[src/rtl/spi_bus_arb.sv]
// Round-robin arbiter that lets N bus masters share one spi core register port.
// A master keeps the port for a whole transaction; an optional watchdog revokes hogging owners.
module spi_bus_arb #(
  parameter int N       = 2,
  parameter int AW      = 5,
  parameter int TIMEOUT = 0
) (
  input  logic            clk,
  input  logic            rstn,
  input  logic [N-1:0]    m_req,
  input  logic [N*AW-1:0] m_addr,
  input  logic [N-1:0]    m_we,
  input  logic [N-1:0]    m_re,
  input  logic [N*32-1:0] m_wd,
  output logic [N*32-1:0] m_rd,
  output logic [N-1:0]    m_gnt,
  output logic [N-1:0]    m_to,
  output logic [AW-1:0]   s_addr,
  output logic            s_we,
  output logic            s_re,
  output logic [31:0]     s_wd,
  input  logic [31:0]     s_rd
);

  localparam int IW = (N > 1) ? $clog2(N) : 1;
  localparam logic [15:0] CNT_LIM = (TIMEOUT > 0) ? 16'(TIMEOUT - 1) : 16'hFFFF;

  typedef enum logic {IDLE, OWNED} state_t;

  state_t        state;
  logic [IW-1:0] owner;
  logic [IW-1:0] rr_ptr;
  logic [N-1:0]  blocked;
  logic [15:0]   wd_cnt;

  logic [N-1:0]  eligible;
  logic [N-1:0]  others;
  logic [IW-1:0] idle_pick;
  logic [IW-1:0] next_pick;
  logic          revoke;

  function automatic logic [IW-1:0] succ(input logic [IW-1:0] idx);
    logic [IW-1:0] res;
    if (int'(idx) == N - 1) res = '0;
    else res = idx + 1'b1;
    return res;
  endfunction

  // First set bit of el scanning upward from start with wrap-around.
  function automatic logic [IW-1:0] pick(input logic [N-1:0] el, input logic [IW-1:0] start);
    logic [IW-1:0] idx;
    logic [IW-1:0] res;
    logic          found;
    idx   = start;
    res   = start;
    found = 1'b0;
    for (int j = 0; j < N; j++) begin
      if (!found && el[idx]) begin
        res   = idx;
        found = 1'b1;
      end
      idx = succ(idx);
    end
    return res;
  endfunction

  function automatic logic [N-1:0] onehot(input logic [IW-1:0] idx);
    logic [N-1:0] v;
    v      = '0;
    v[idx] = 1'b1;
    return v;
  endfunction

  always_comb begin
    eligible        = m_req & ~blocked;
    others          = eligible;
    others[owner]   = 1'b0;
    idle_pick       = pick(eligible, rr_ptr);
    next_pick       = pick(eligible, succ(owner));
    revoke          = (TIMEOUT > 0) && (state == OWNED) && m_req[owner] &&
                      (wd_cnt == CNT_LIM) && (|others);
  end

  always_ff @(posedge clk) begin
    if (!rstn) begin
      state   <= IDLE;
      m_gnt   <= '0;
      m_to    <= '0;
      owner   <= '0;
      rr_ptr  <= '0;
      blocked <= '0;
      wd_cnt  <= '0;
    end else begin
      m_to    <= '0;
      blocked <= blocked & m_req;
      case (state)
        IDLE: begin
          if (|eligible) begin
            state  <= OWNED;
            owner  <= idle_pick;
            m_gnt  <= onehot(idle_pick);
            wd_cnt <= '0;
          end
        end
        OWNED: begin
          if (!m_req[owner]) begin
            // Release hands over in the same edge so the port never sits idle between owners.
            rr_ptr <= succ(owner);
            wd_cnt <= '0;
            if (|eligible) begin
              owner <= next_pick;
              m_gnt <= onehot(next_pick);
            end else begin
              state <= IDLE;
              m_gnt <= '0;
            end
          end else if (revoke) begin
            rr_ptr  <= succ(owner);
            owner   <= next_pick;
            m_gnt   <= onehot(next_pick);
            m_to    <= onehot(owner);
            blocked <= (blocked & m_req) | onehot(owner);
            wd_cnt  <= '0;
          end else if ((|others) && (wd_cnt != CNT_LIM)) begin
            wd_cnt <= wd_cnt + 16'd1;
          end
        end
        default: begin
          state <= IDLE;
          m_gnt <= '0;
        end
      endcase
    end
  end

  always_comb begin
    s_addr = '0;
    s_wd   = '0;
    s_we   = 1'b0;
    s_re   = 1'b0;
    m_rd   = '0;
    if (m_gnt[owner]) begin
      s_addr                      = m_addr[int'(owner)*AW +: AW];
      s_wd                        = m_wd[int'(owner)*32 +: 32];
      s_we                        = m_we[owner];
      s_re                        = m_re[owner];
      m_rd[int'(owner)*32 +: 32]  = s_rd;
    end
  end

  // Structural invariants of the grant logic.
  a_gnt_onehot: assert property (@(posedge clk) $onehot0(m_gnt));
  a_to_onehot:  assert property (@(posedge clk) $onehot0(m_to));
  a_state_gnt:  assert property (@(posedge clk) (state == IDLE) == (m_gnt == '0));

endmodule

[config.mk]
export PLATFORM = sky130hd
export DESIGN_NAME = spi_bus_arb
export DESIGN_NICKNAME = d
export VERILOG_FILES = /design/src/rtl/spi_bus_arb.sv
export SDC_FILE = /design/constraint.sdc
export NUM_CORES = 1
export LEC_CHECK = 0
export CORE_AREA = 2 2 86 88
export CTS_CLUSTER_SIZE = 25
export DETAILED_ROUTE_END_ITERATION = 10
export DIE_AREA = 0 0 88 90
export PLACE_DENSITY = 0.83
export SYNTH_ARGS = -nofsm -noshare
export SYNTH_HDL_FRONTEND = slang
export SYNTH_SLANG_ARGS = --single-unit
export TNS_END_PERCENT = 100
[constraint.sdc]
create_clock -name clk -period 1.6 [get_ports clk]
set_clock_uncertainty 0.05 [all_clocks]
set_input_delay 0.24 -clock clk [delete_from_list [all_inputs] [get_ports clk]]
set_output_delay 0.24 -clock clk [all_outputs]
set_load 0.01 [all_outputs]
==> key figures <==
Finish
  • Fin cells: roughly 560
  • Commonest non-fill, non-tap cells in the layout: clkdlybuf4s50_1 (114), buf_2 (48), buf_6 (47)
  • Fin util: 0.609
  • Final nets: between 500 and 600
  • Multi-input logic area: about 0.0013 mm^2
  • Most common cell after layout, fill and taps aside: clkdlybuf4s50_1
  • Share of cells above drive strength 1: 0.472
  • Layout fillers: ~590
  • Area Growth Syn to Fin: 205%
  • Antenna Cells: 0
  • Cell area after layout: between 0.004 and 0.005 mm^2
  • Seq. cell area: 146 um^2

Place
  • DP Cell Count: between 500 and 600
  • I/O Buffers: 218
  • DP Worst Slack: -207 ps
  • Post-placement cell area: roughly 0.0038 mm^2
  • Dpl hpwl: 5.76 mm
  • Final GP Congestion: 0.762

GRT
  • Overall routing resource usage: 0.175
  • Largest net degree at the start of global routing: 40
  • Initial antenna violation count: 0
  • Vias in the first global route: 2393
  • GR Overflow Total: 0
  • First-pass GRT wire length: 11.2 mm

STA
  • RSZ-0062 raised after global routing: true
  • Fmax: around 560 MHz
  • Final slew viol count: 0
  • Crit path time final: 1780 ps
  • Setup TNS: -5490 ps
  • Tcrit/Tclk final: 1.11
  • Setup ws final: -182 ps
  • Final Hold Viols: 0
  • # setup viols final: 60

Clocking
  • Clock buffer count from CTS: 3
  • Clock Tree Root: clkbuf_8
  • Hold-fix buffers, CTS: 0
  • Clock Latency Late Sink: between 200 and 250 ps
  • Clk sinks: 7
  • Max clock buf depth: 2
  • H-Tree Depth: 1
  • Clock transition at path regs: approximately 40 ps
  • CTS tree: yes

Power and ir drop
  • Psw: between 0.6 and 0.7 mW
  • Int Pwr: between 1 and 1.5 mW
  • Logic pwr share: 0.746
  • Static Leak: roughly 2.1 nW
  • VDD IR max: approximately 0.21 mV
  • Clock share of power: 0.142
  • Pwr/cell area: between 400 and 500 mW/mm^2
  • Sw Share: 0.335
  • Reg power frac: 0.112

Floorplanning
  • I/O pin count: ~220
  • Site Rows: 31
  • Initial Util: 0.200
  • Die width: around 88 um
  • Die Area: 0.00792 mm^2
  • Core footprint: 0.00702 mm^2
  • Die height: approximately 90 um

Setup path
  • Crit. End Element: output pin
  • CP Launch Point: m_gnt[0]
  • Critical path, cell by cell: nor2b_4, buf_6, buf_6, buf_6, buf_12, buf_6, and2_1, buf_2
  • Reg2reg start: owner
  • CP dominant cell by count: buf_6
  • Cell family with most CP delay: buffers and inverters
  • Critical Path AT: 1490 ps
  • Critical path peak fanout: 4
  • Slowest stage delay, CP: 310 ps
  • WP buf/inv: 6
  • Crit path kind: flip-flop to output pin
  • CP max-delay cell: dfxtp_2
  • Req. time, crit path: ~1300 ps
  • Critical path launch point type: flip-flop

Yosys
  • Sequential area share after synthesis: 0.0999
  • Mapped Cells: between 200 and 250
  • Synth Area per Inst: roughly 6.9 um^2
  • Ys Warns: 0
  • Number of synthesized register bits: 7
  • Synthesized cell area: between 0.001 and 0.0015 mm^2
  • Yosys cell types: 25

Min path
  • Hold path startpoint: blocked[0]
  • Hold/Removal Path Class: flip-flop to flip-flop

Detailed routing
  • Vias: around 2500
  • Vias per inst: roughly 4.5
  • Drt drc: 0
  • Final wirelength: approximately 8.7 mm
  • Routed Antenna Nets: 0
  • First-pass iteration count of the detailed router: 4
  • Routed WL per cell: around 16 um
  • DR iter-0 viols: between 70 and 80

Status
  • Outcome: finished, violations left
  • Failing checks: setup timing

Run
  • Max cap viols: 0
metrics by stage:
step | hold slack [ps] | power (mW)
CTS | 466 | 1.60
global placement | 427 | 1.23
finish | 461 | 1.81
floorplan | 308 | 0.591
global route | 474 | 1.90
detailed placement | 460 | 1.25
power groups by stage:
stage | registers (mW) | clock network, mW | logic, mW
floorplan | 0.200 | 0 | 0.390
global placement | 0.203 | 0 | 1.02
detailed placement | 0.204 | 0 | 1.04
CTS | 0.202 | 0.258 | 1.14
global route | 0.204 | 0.269 | 1.43
finish | 0.203 | 0.256 | 1.35
Yosys cell counts:
| library cell | n | area share |
|---|---|---|
| mux2i_1 | 39 | 0.28 |
| nor2_1 | 39 | 0.10 |
| and3_1 | 35 | 0.16 |
| and2_1 | 32 | 0.14 |
| clkbuf_1 | 11 | 0.029 |
| dfxtp_1 | 7 | 0.10 |
| buf_4 | 6 | 0.032 |
| o21ai_0 | 5 | 0.018 |
| nor2b_1 | 4 | 0.018 |
| inv_1 | 3 | 0.0080 |
| a21boi_0 | 2 | 0.011 |
| a21oi_1 | 2 | 0.0071 |
| a311oi_1 | 2 | 0.012 |
| buf_2 | 2 | 0.0071 |
| buf_6 | 2 | 0.016 |
| nand2_1 | 2 | 0.0054 |
| conb_1 | 1 | 0.0027 |
| mux2_4 | 1 | 0.011 |
| nand2b_1 | 1 | 0.0045 |
| nand3b_1 | 1 | 0.0054 |
| nor2b_2 | 1 | 0.0062 |
| nor4b_1 | 1 | 0.0062 |
| o211a_1 | 1 | 0.0071 |
| o21a_1 | 1 | 0.0054 |
| o31a_1 | 1 | 0.0062 |
cells by family (layout without fill, tap and decap cells):
kind of cell | count (synthesis) | count (layout) | synth area share
and+or+nand+nor | 116 | 116 | 0.449
muxes | 40 | 40 | 0.289
AOI/OAI and AO/OA | 14 | 14 | 0.0669
buffers and inverters | 24 | 283 | 0.0928
other | 1 | 2 | 0.00267
DFF | 7 | 7 | 0.0999
worst reg2reg max path, delay by kind of cell (launching register included):
kind,cells,cell delay (ps)
and+or+nand+nor,1,150
DFF,1,360
buffers and inverters,3,400
AOI/OAI and AO/OA,1,280
muxes,1,300
what timing repair did:
action / 4_1_cts / 5_1_grt
resized for setup: 279 / 224
endpoints found under the setup margin: 104 / 93
endpoints found under the hold margin: 0 / 0
gates cloned: 4 / 8
pin swaps: 16 / 9
buffers inserted: 23 / 10
flip-flops by register name, summed over array words and instances (netlist names):
register  flops
rr_ptr        1
state         1
blocked       2
owner         1
m_gnt         2
worst paths after layout:
path / depth (start not counted) / to / slack, ps
setup / recovery: 8 / m_rd[22] / -180
hold / removal: 1 / blocked[0] / 460
setup reg to reg: 6 / m_gnt[0] / -60
hold reg to reg: 1 / blocked[0] / 460
area by class of cell:
type                            count  share of cell area
Clock buffer                        4              0.0105
Inverter                            3             0.00263
Multi-Input combinational cell    172               0.310
Sequential cell                     7              0.0343
Tap cell                           99              0.0290
Timing Repair Buffer              276               0.614
per-layer routing:
| metal | share of wire | wire (um) | track usage |
|---|---|---|---|
| met1 | 0.35 | 3060 | 0.156 |
| met2 | 0.56 | 4870 | 0.369 |
| met3 | 0.078 | 679 | 0.0386 |
| met4 | 0.012 | 101 | 0.0462 |
| met5 | 0 | 0 | 0 |
Power figures use the tool's default switching activity.
